--- config.mk ---
export PLATFORM = sky130hd
export DESIGN_NAME = mem_port_arbiter
export DESIGN_NICKNAME = d
export VERILOG_FILES = /design/src/rtl/mem_port_arbiter.sv
export SDC_FILE = /design/constraint.sdc
export NUM_CORES = 1
export LEC_CHECK = 0
export BUFFER_PORTS_ARGS = -buffer_cell sky130_fd_sc_hd__buf_2
export CORE_UTILIZATION = 30
export CTS_CLUSTER_DIAMETER = 30
export DETAILED_ROUTE_END_ITERATION = 16
export PLACE_DENSITY_LB_ADDON = 0.12
export REMOVE_ABC_BUFFERS = 1
export SYNTH_ARGS = -nofsm -noshare
export SYNTH_HDL_FRONTEND = slang
export SYNTH_SLANG_ARGS = --single-unit
--- constraint.sdc ---
create_clock -name clk -period 1.95 [get_ports clk]
set_input_delay 0.0975 -clock clk [delete_from_list [all_inputs] [get_ports clk]]
set_output_delay 0.0975 -clock clk [all_outputs]
set_load 0.02 [all_outputs]
--- src/rtl/mem_port_arbiter.sv ---
`timescale 1ns / 1ps
// mem_port_arbiter
//
// Shares one byte-addressed memory between the instruction-fetch port and
// the load/store port. Each access is a three-step sequence: grant (in IDLE
// or RESP), one ACCESS cycle on the memory bus, then a one-cycle response
// pulse to the owner. Data normally wins over fetch; after STARVE_LIMIT
// consecutive data grants with fetch waiting, fetch is forced through.
// Alignment is checked at grant; a faulting access never touches memory.
//
// Optional build macro: ARB_PERF_CNT_EN adds saturating performance counters.
//
// Ports:
//   clk, rst                 clock (rising edge), async active-low reset
//   if_req, if_addr          fetch request / byte address
//   if_gnt                   fetch accepted this cycle (combinational)
//   if_rvalid/rdata/err      fetch response pulse, word, misaligned flag
//   d_req, d_we, d_size,
//   d_signed, d_addr,
//   d_wdata                  load/store request fields
//   d_gnt                    data accepted this cycle (combinational)
//   d_rvalid/rdata/err       data response pulse, load result, fault flag
//   mem_addr/read/write/
//   size/signed/wdata        memory controls, non-zero only during ACCESS
//   mem_rdata                memory combinational read data
//   cnt_conflict             (ARB_PERF_CNT_EN) cycles with both requests
//                            while a grant is possible
//   cnt_if_stall             (ARB_PERF_CNT_EN) cycles fetch waits
//   cnt_starve               (ARB_PERF_CNT_EN) forced fetch wins
module mem_port_arbiter #(
    parameter int unsigned ADDR_W       = 8,
    parameter int unsigned DATA_W       = 32,
    parameter int unsigned STARVE_LIMIT = 3
) (
    input  logic              clk,
    input  logic              rst,

    input  logic              if_req,
    input  logic [ADDR_W-1:0] if_addr,
    output logic              if_gnt,
    output logic              if_rvalid,
    output logic [DATA_W-1:0] if_rdata,
    output logic              if_err,

    input  logic              d_req,
    input  logic              d_we,
    input  logic [1:0]        d_size,
    input  logic              d_signed,
    input  logic [ADDR_W-1:0] d_addr,
    input  logic [DATA_W-1:0] d_wdata,
    output logic              d_gnt,
    output logic              d_rvalid,
    output logic [DATA_W-1:0] d_rdata,
    output logic              d_err,

    output logic [ADDR_W-1:0] mem_addr,
    output logic              mem_read,
    output logic              mem_write,
    output logic [1:0]        mem_size,
    output logic              mem_signed,
    output logic [DATA_W-1:0] mem_wdata,
    input  logic [DATA_W-1:0] mem_rdata
`ifdef ARB_PERF_CNT_EN
    ,
    output logic [15:0]       cnt_conflict,
    output logic [15:0]       cnt_if_stall,
    output logic [15:0]       cnt_starve
`endif
);

    typedef enum logic [1:0] {
        IDLE   = 2'b00,
        ACCESS = 2'b01,
        RESP   = 2'b10
    } state_t;

    localparam logic [3:0] STARVE_MAX = 4'(STARVE_LIMIT);

    state_t            state_q, state_d;
    logic [3:0]        starve_cnt_q, starve_cnt_d;

    // Latched request; owner_if_q = 1 means the fetch port owns the access.
    logic              owner_if_q;
    logic [ADDR_W-1:0] addr_q;
    logic              we_q;
    logic [1:0]        size_q;
    logic              signed_q;
    logic [DATA_W-1:0] wdata_q;
    logic              err_q;
    logic [DATA_W-1:0] rdata_q;

    logic              arb_en;
    logic              force_if;
    logic              d_fault;
    logic              if_fault;
    logic              in_access;
    logic              in_resp;

    assign in_access = (state_q == ACCESS);
    assign in_resp   = (state_q == RESP);

    // Grants are only possible outside ACCESS.
    assign arb_en   = !in_access;
    assign force_if = if_req && (starve_cnt_q == STARVE_MAX);
    assign d_gnt    = arb_en && d_req && !force_if;
    assign if_gnt   = arb_en && if_req && !d_gnt;

    assign d_fault  = (d_size == 2'b11)
                   || ((d_size == 2'b00) && (d_addr[1:0] != 2'b00))
                   || ((d_size == 2'b01) && d_addr[0]);
    assign if_fault = (if_addr[1:0] != 2'b00);

    // Starvation counter: counts data wins over a waiting fetch.
    always_comb begin
        starve_cnt_d = starve_cnt_q;
        if (!if_req || if_gnt) begin
            starve_cnt_d = '0;
        end else if (d_gnt && (starve_cnt_q != STARVE_MAX)) begin
            starve_cnt_d = starve_cnt_q + 4'd1;
        end
    end

    always_comb begin
        state_d = state_q;
        unique case (state_q)
            IDLE:    state_d = (if_gnt || d_gnt) ? ACCESS : IDLE;
            ACCESS:  state_d = RESP;
            RESP:    state_d = (if_gnt || d_gnt) ? ACCESS : IDLE;
            default: state_d = IDLE;
        endcase
    end

    always_ff @(posedge clk or negedge rst) begin
        if (!rst) begin
            state_q      <= IDLE;
            starve_cnt_q <= '0;
            owner_if_q   <= 1'b0;
            addr_q       <= '0;
            we_q         <= 1'b0;
            size_q       <= 2'b00;
            signed_q     <= 1'b0;
            wdata_q      <= '0;
            err_q        <= 1'b0;
            rdata_q      <= '0;
        end else begin
            state_q      <= state_d;
            starve_cnt_q <= starve_cnt_d;
            if (if_gnt || d_gnt) begin
                owner_if_q <= if_gnt;
                addr_q     <= if_gnt ? if_addr : d_addr;
                we_q       <= d_gnt && d_we;
                size_q     <= d_gnt ? d_size : 2'b00;
                signed_q   <= d_gnt && d_signed;
                wdata_q    <= d_gnt ? d_wdata : '0;
                err_q      <= if_gnt ? if_fault : d_fault;
            end
            // Stores and faulting accesses return zero.
            if (in_access) begin
                rdata_q <= mem_read ? mem_rdata : '0;
            end
        end
    end

    // Memory bus: everything is held at zero outside ACCESS, so an async
    // reset during a store drops mem_write immediately.
    assign mem_read   = in_access && !err_q && !we_q;
    assign mem_write  = in_access && !err_q && we_q;
    assign mem_addr   = in_access ? addr_q : '0;
    assign mem_size   = in_access ? size_q : 2'b00;
    assign mem_signed = in_access && signed_q;
    assign mem_wdata  = mem_write ? wdata_q : '0;

    assign if_rvalid  = in_resp && owner_if_q;
    assign d_rvalid   = in_resp && !owner_if_q;
    assign if_rdata   = if_rvalid ? rdata_q : '0;
    assign d_rdata    = d_rvalid ? rdata_q : '0;
    assign if_err     = if_rvalid && err_q;
    assign d_err      = d_rvalid && err_q;

`ifdef ARB_PERF_CNT_EN
    logic [15:0] cnt_conflict_q;
    logic [15:0] cnt_if_stall_q;
    logic [15:0] cnt_starve_q;

    always_ff @(posedge clk or negedge rst) begin
        if (!rst) begin
            cnt_conflict_q <= '0;
            cnt_if_stall_q <= '0;
            cnt_starve_q   <= '0;
        end else begin
            if (arb_en && if_req && d_req && (cnt_conflict_q != 16'hFFFF)) begin
                cnt_conflict_q <= cnt_conflict_q + 16'd1;
            end
            if (if_req && !if_gnt && (cnt_if_stall_q != 16'hFFFF)) begin
                cnt_if_stall_q <= cnt_if_stall_q + 16'd1;
            end
            // Only a win that data would otherwise have taken counts.
            if (if_gnt && force_if && d_req && (cnt_starve_q != 16'hFFFF)) begin
                cnt_starve_q <= cnt_starve_q + 16'd1;
            end
        end
    end

    assign cnt_conflict = cnt_conflict_q;
    assign cnt_if_stall = cnt_if_stall_q;
    assign cnt_starve   = cnt_starve_q;
`endif

endmodule

==> summary.txt <==
Status
  – Status: complete, no violations

Floorplan
  – Placement row count: 41
  – DIE AREA: 0.0138 mm²
  – Initial Util: 0.313
  – Die Height: approximately 120 µm
  – Core area: ~0.013 mm²
  – Top Ports: about 200
  – DIE WIDTH: ~120 µm

Layout
  – Nets: roughly 730
  – Most frequent cells in the layout: buf_2 (201), and2_1 (109), dfrtp_1 (84)
  – Layout area overhead: 57.8%
  – N_diodes: 0
  – Most common cell after layout, fill and taps aside: buf_2
  – Share of layout cells above drive strength 1: 0.410
  – Final instance area: 0.00633 mm²

Yosys
  – Post-Synthesis Cells: 364
  – Post-Syn Area: approximately 0.004 mm²
  – Yosys cell types: 36
  – Register area share after synthesis: 0.524
  – Register bit total from synthesis: 84
  – Top FF cell, synth: dfrtp_1
  – Post-synth EDFFs: 0
  – Average size of a mapped cell: 11.0 µm²
  – Yosys Warn Count: 0
  – Ys async rst share: 1.00

Hold path
  – Worst hold path class: in2reg

Power
  – Pleak: roughly 3.4 nW
  – Net Switching: between 1.5 and 2 mW
  – Power share of the sequential group: 0.440
  – Sw frac: 0.294
  – Int Pwr: 3.68 mW
  – Worst VDD drop: roughly 0.36 mV
  – Clock share of power: 0.320
  – PwrDens: between 800 and 900 mW/mm²
  – Gate power share: 0.240

Worst setup path
  – Worst setup EP type: output pin
  – WP data required: between 1.5 and 2 ns
  – Critical path cell sequence: ha_1 -> nor3b_4 -> a211oi_4 -> buf_12 -> buf_2
  – Kind of critical path: reg2out
  – Slowest-stage cell, CP: dfrtp_1
  – Arrival @ worst endpoint: about 1.8 ns
  – Critical path's largest stage delay: approximately 0.40 ns
  – CP delay by family, top: flip-flops
  – Worst path bufs/invs: 2
  – Critical Path Fanout Max: 7
  – Critical path launch point type: flip-flop

Clock network
  – CTS Buf Count: 9
  – Root Driver: clkbuf_16
  – CTS tree: done
  – Clock latency at the later pin of the worst-skew pair: around 0.33 ns
  – Clock sinks: 84
  – Worst-path clk slew: 0.07 ns
  – # H-tree levels: 3
  – Buffer depth of the longest clock path: 2

Placed design
  – Dpl hpwl: between 7000 and 8000 µm
  – Final GP Congestion: between 0.7 and 0.8
  – IO Port Bufs: roughly 200
  – Place WS: ~0.25 ns
  – Post-DP Area: roughly 0.0052 mm²

Timing
  – RSZ-0062 raised after global routing: no
  – Worst setup margin: 0.0696 ns
  – Slew HR: 0.169
  – Worst-Margin Slew: roughly 1.2 ns
  – Pins Over Slew Limit: 0
  – Post-layout min period: between 1.5 and 2 ns
  – Setup violations, final: 0
  – Worst Skew: 0.00885 ns
  – FMAX: roughly 530 MHz
  – Fin. Hold Viols: 0
  – Hold Slack: 0.00764 ns
  – Final worst path period share: 0.964

Route
  – Pre-antenna DRT Iters: 4
  – Antenna-violating nets left: 0
  – DRC errors left: 0
  – Initial DRC count: approximately 200
  – Routed WL: around 12000 µm
  – DR WL/cell: 14.2 µm
  – Vias post-DR: about 3700
  – Average vias per placed instance: around 4.6

Global route
  – Largest net degree at the start of global routing: 56
  – Initial antenna violation count: 0
  – Vias in the first global route: approximately 3800
  – First-pass GRT wire length: about 19000 µm
  – Remaining Overflow, GRT: 0
  – Gr usage total: 0.170

Job
  – Max-cap violations: 0
## power by group through the flow
stage	Clock (mW)	Combinational [mW]	Sequential, mW
final	1.67	1.25	2.29
after global placement	0	1.09	2.30
after detailed placement	0	1.11	2.31
after global routing	1.80	1.37	2.33
after floorplan	0	0.684	2.23
after CTS	1.72	1.25	2.29
## timing repair
action | CTS | global route
resized for setup | 1 | 2
buffers inserted | 1 | 7
pin swaps | 1 | 2
endpoints found under the hold margin | 96 | 2
endpoints found under the setup margin | 7 | 7
hold buffers | 68 | 2
gates cloned | 1 | 0
## routing by layer
layer	global-route usage	routed length (µm)
met1	0.215	5250
met2	0.283	5430
met3	0.0388	761
met4	0.0625	172
met5	0	0
## cells in the mapped netlist, types with 2 or more instances
cell,n,share of area
buf_6,6,0.017
nor3b_4,2,0.0094
inv_1,4,0.0037
buf_1,2,0.0019
nor2_1,12,0.011
a21oi_1,16,0.020
clkbuf_1,10,0.0094
o21ai_1,2,0.0025
a22o_2,16,0.040
nand2_1,14,0.013
dfrtp_1,84,0.52
a22o_1,52,0.11
and2_1,109,0.17
nor2b_1,2,0.0031
a21boi_0,2,0.0037
nand3_1,2,0.0025
buf_4,2,0.0037
o21ai_0,2,0.0025
nand2b_1,2,0.0031
buf_2,7,0.0087
## metrics by stage
step	TNS, ns	instances	util	total power, mW
4_1_cts	0	807	0.487	5.25
2_1_floorplan	-103.85	336	-	2.92
5_1_grt	0	816	0.493	5.51
3_3_place_gp	0	721	0.408	3.39
3_5_place_dp	0	721	0.408	3.42
6_report	0	816	0.493	5.21
## sequential cells by signal, indices dropped and copies added (netlist names)
| signal | flops |
|---|---|
| rdata_q | 32 |
| err_q | 1 |
| starve_cnt_q | 4 |
| signed_q | 1 |
| wdata_q | 32 |
| size_q | 2 |
| owner_if_q | 1 |
| state_q | 2 |
| we_q | 1 |
| addr_q | 8 |
## area by class of cell
| cell class | count | area, µm² |
|---|---|---|
| fill | 1186 | 6500 |
| sequential | 84 | 2100 |
| timing repair buffer | 292 | 1940 |
| multi-input combinational | 247 | 1750 |
| clock buffer | 12 | 267 |
| tap | 172 | 215 |
| clock inverter | 4 | 32.5 |
| inverter | 5 | 23.8 |
## worst reg2reg max path, cell delays in order, from the launching register on
cell	delay, ns
dfrtp_1	0.38
ha_1	0.21
nor3b_4	0.35
a211oi_4	0.13
buf_4	0.16
bufbuf_16	0.28
a22o_2	0.26
## final timing paths
check	startpoint	endpoint	slack, ns	cells after the start
min in group asynchronous	rst	rdata_q[18]	0.23	2
setup reg to reg	starve_cnt_q[1]	size_q[0]	0.08	6
max in group asynchronous	rst	rdata_q[24]	1.07	3
setup / recovery	starve_cnt_q[0]	d_gnt	0.07	5
hold / removal	d_addr[5]	addr_q[5]	0.008	3
hold reg to reg	wdata_q[16]	wdata_q[16]	0.50	1
## kinds of logic (layout without fill, tap and decap cells)
| logic type | after synthesis | in the layout | synth area share |
|---|---|---|---|
| compound gates | 96 | 96 | 0.200 |
| simple gates | 150 | 150 | 0.226 |
| flops | 84 | 84 | 0.524 |
| fa+ha+maj | 1 | 1 | 0.00312 |
| buf+inv | 33 | 313 | 0.0471 |
No activity file was read; power rests on OpenSTA's default activity.
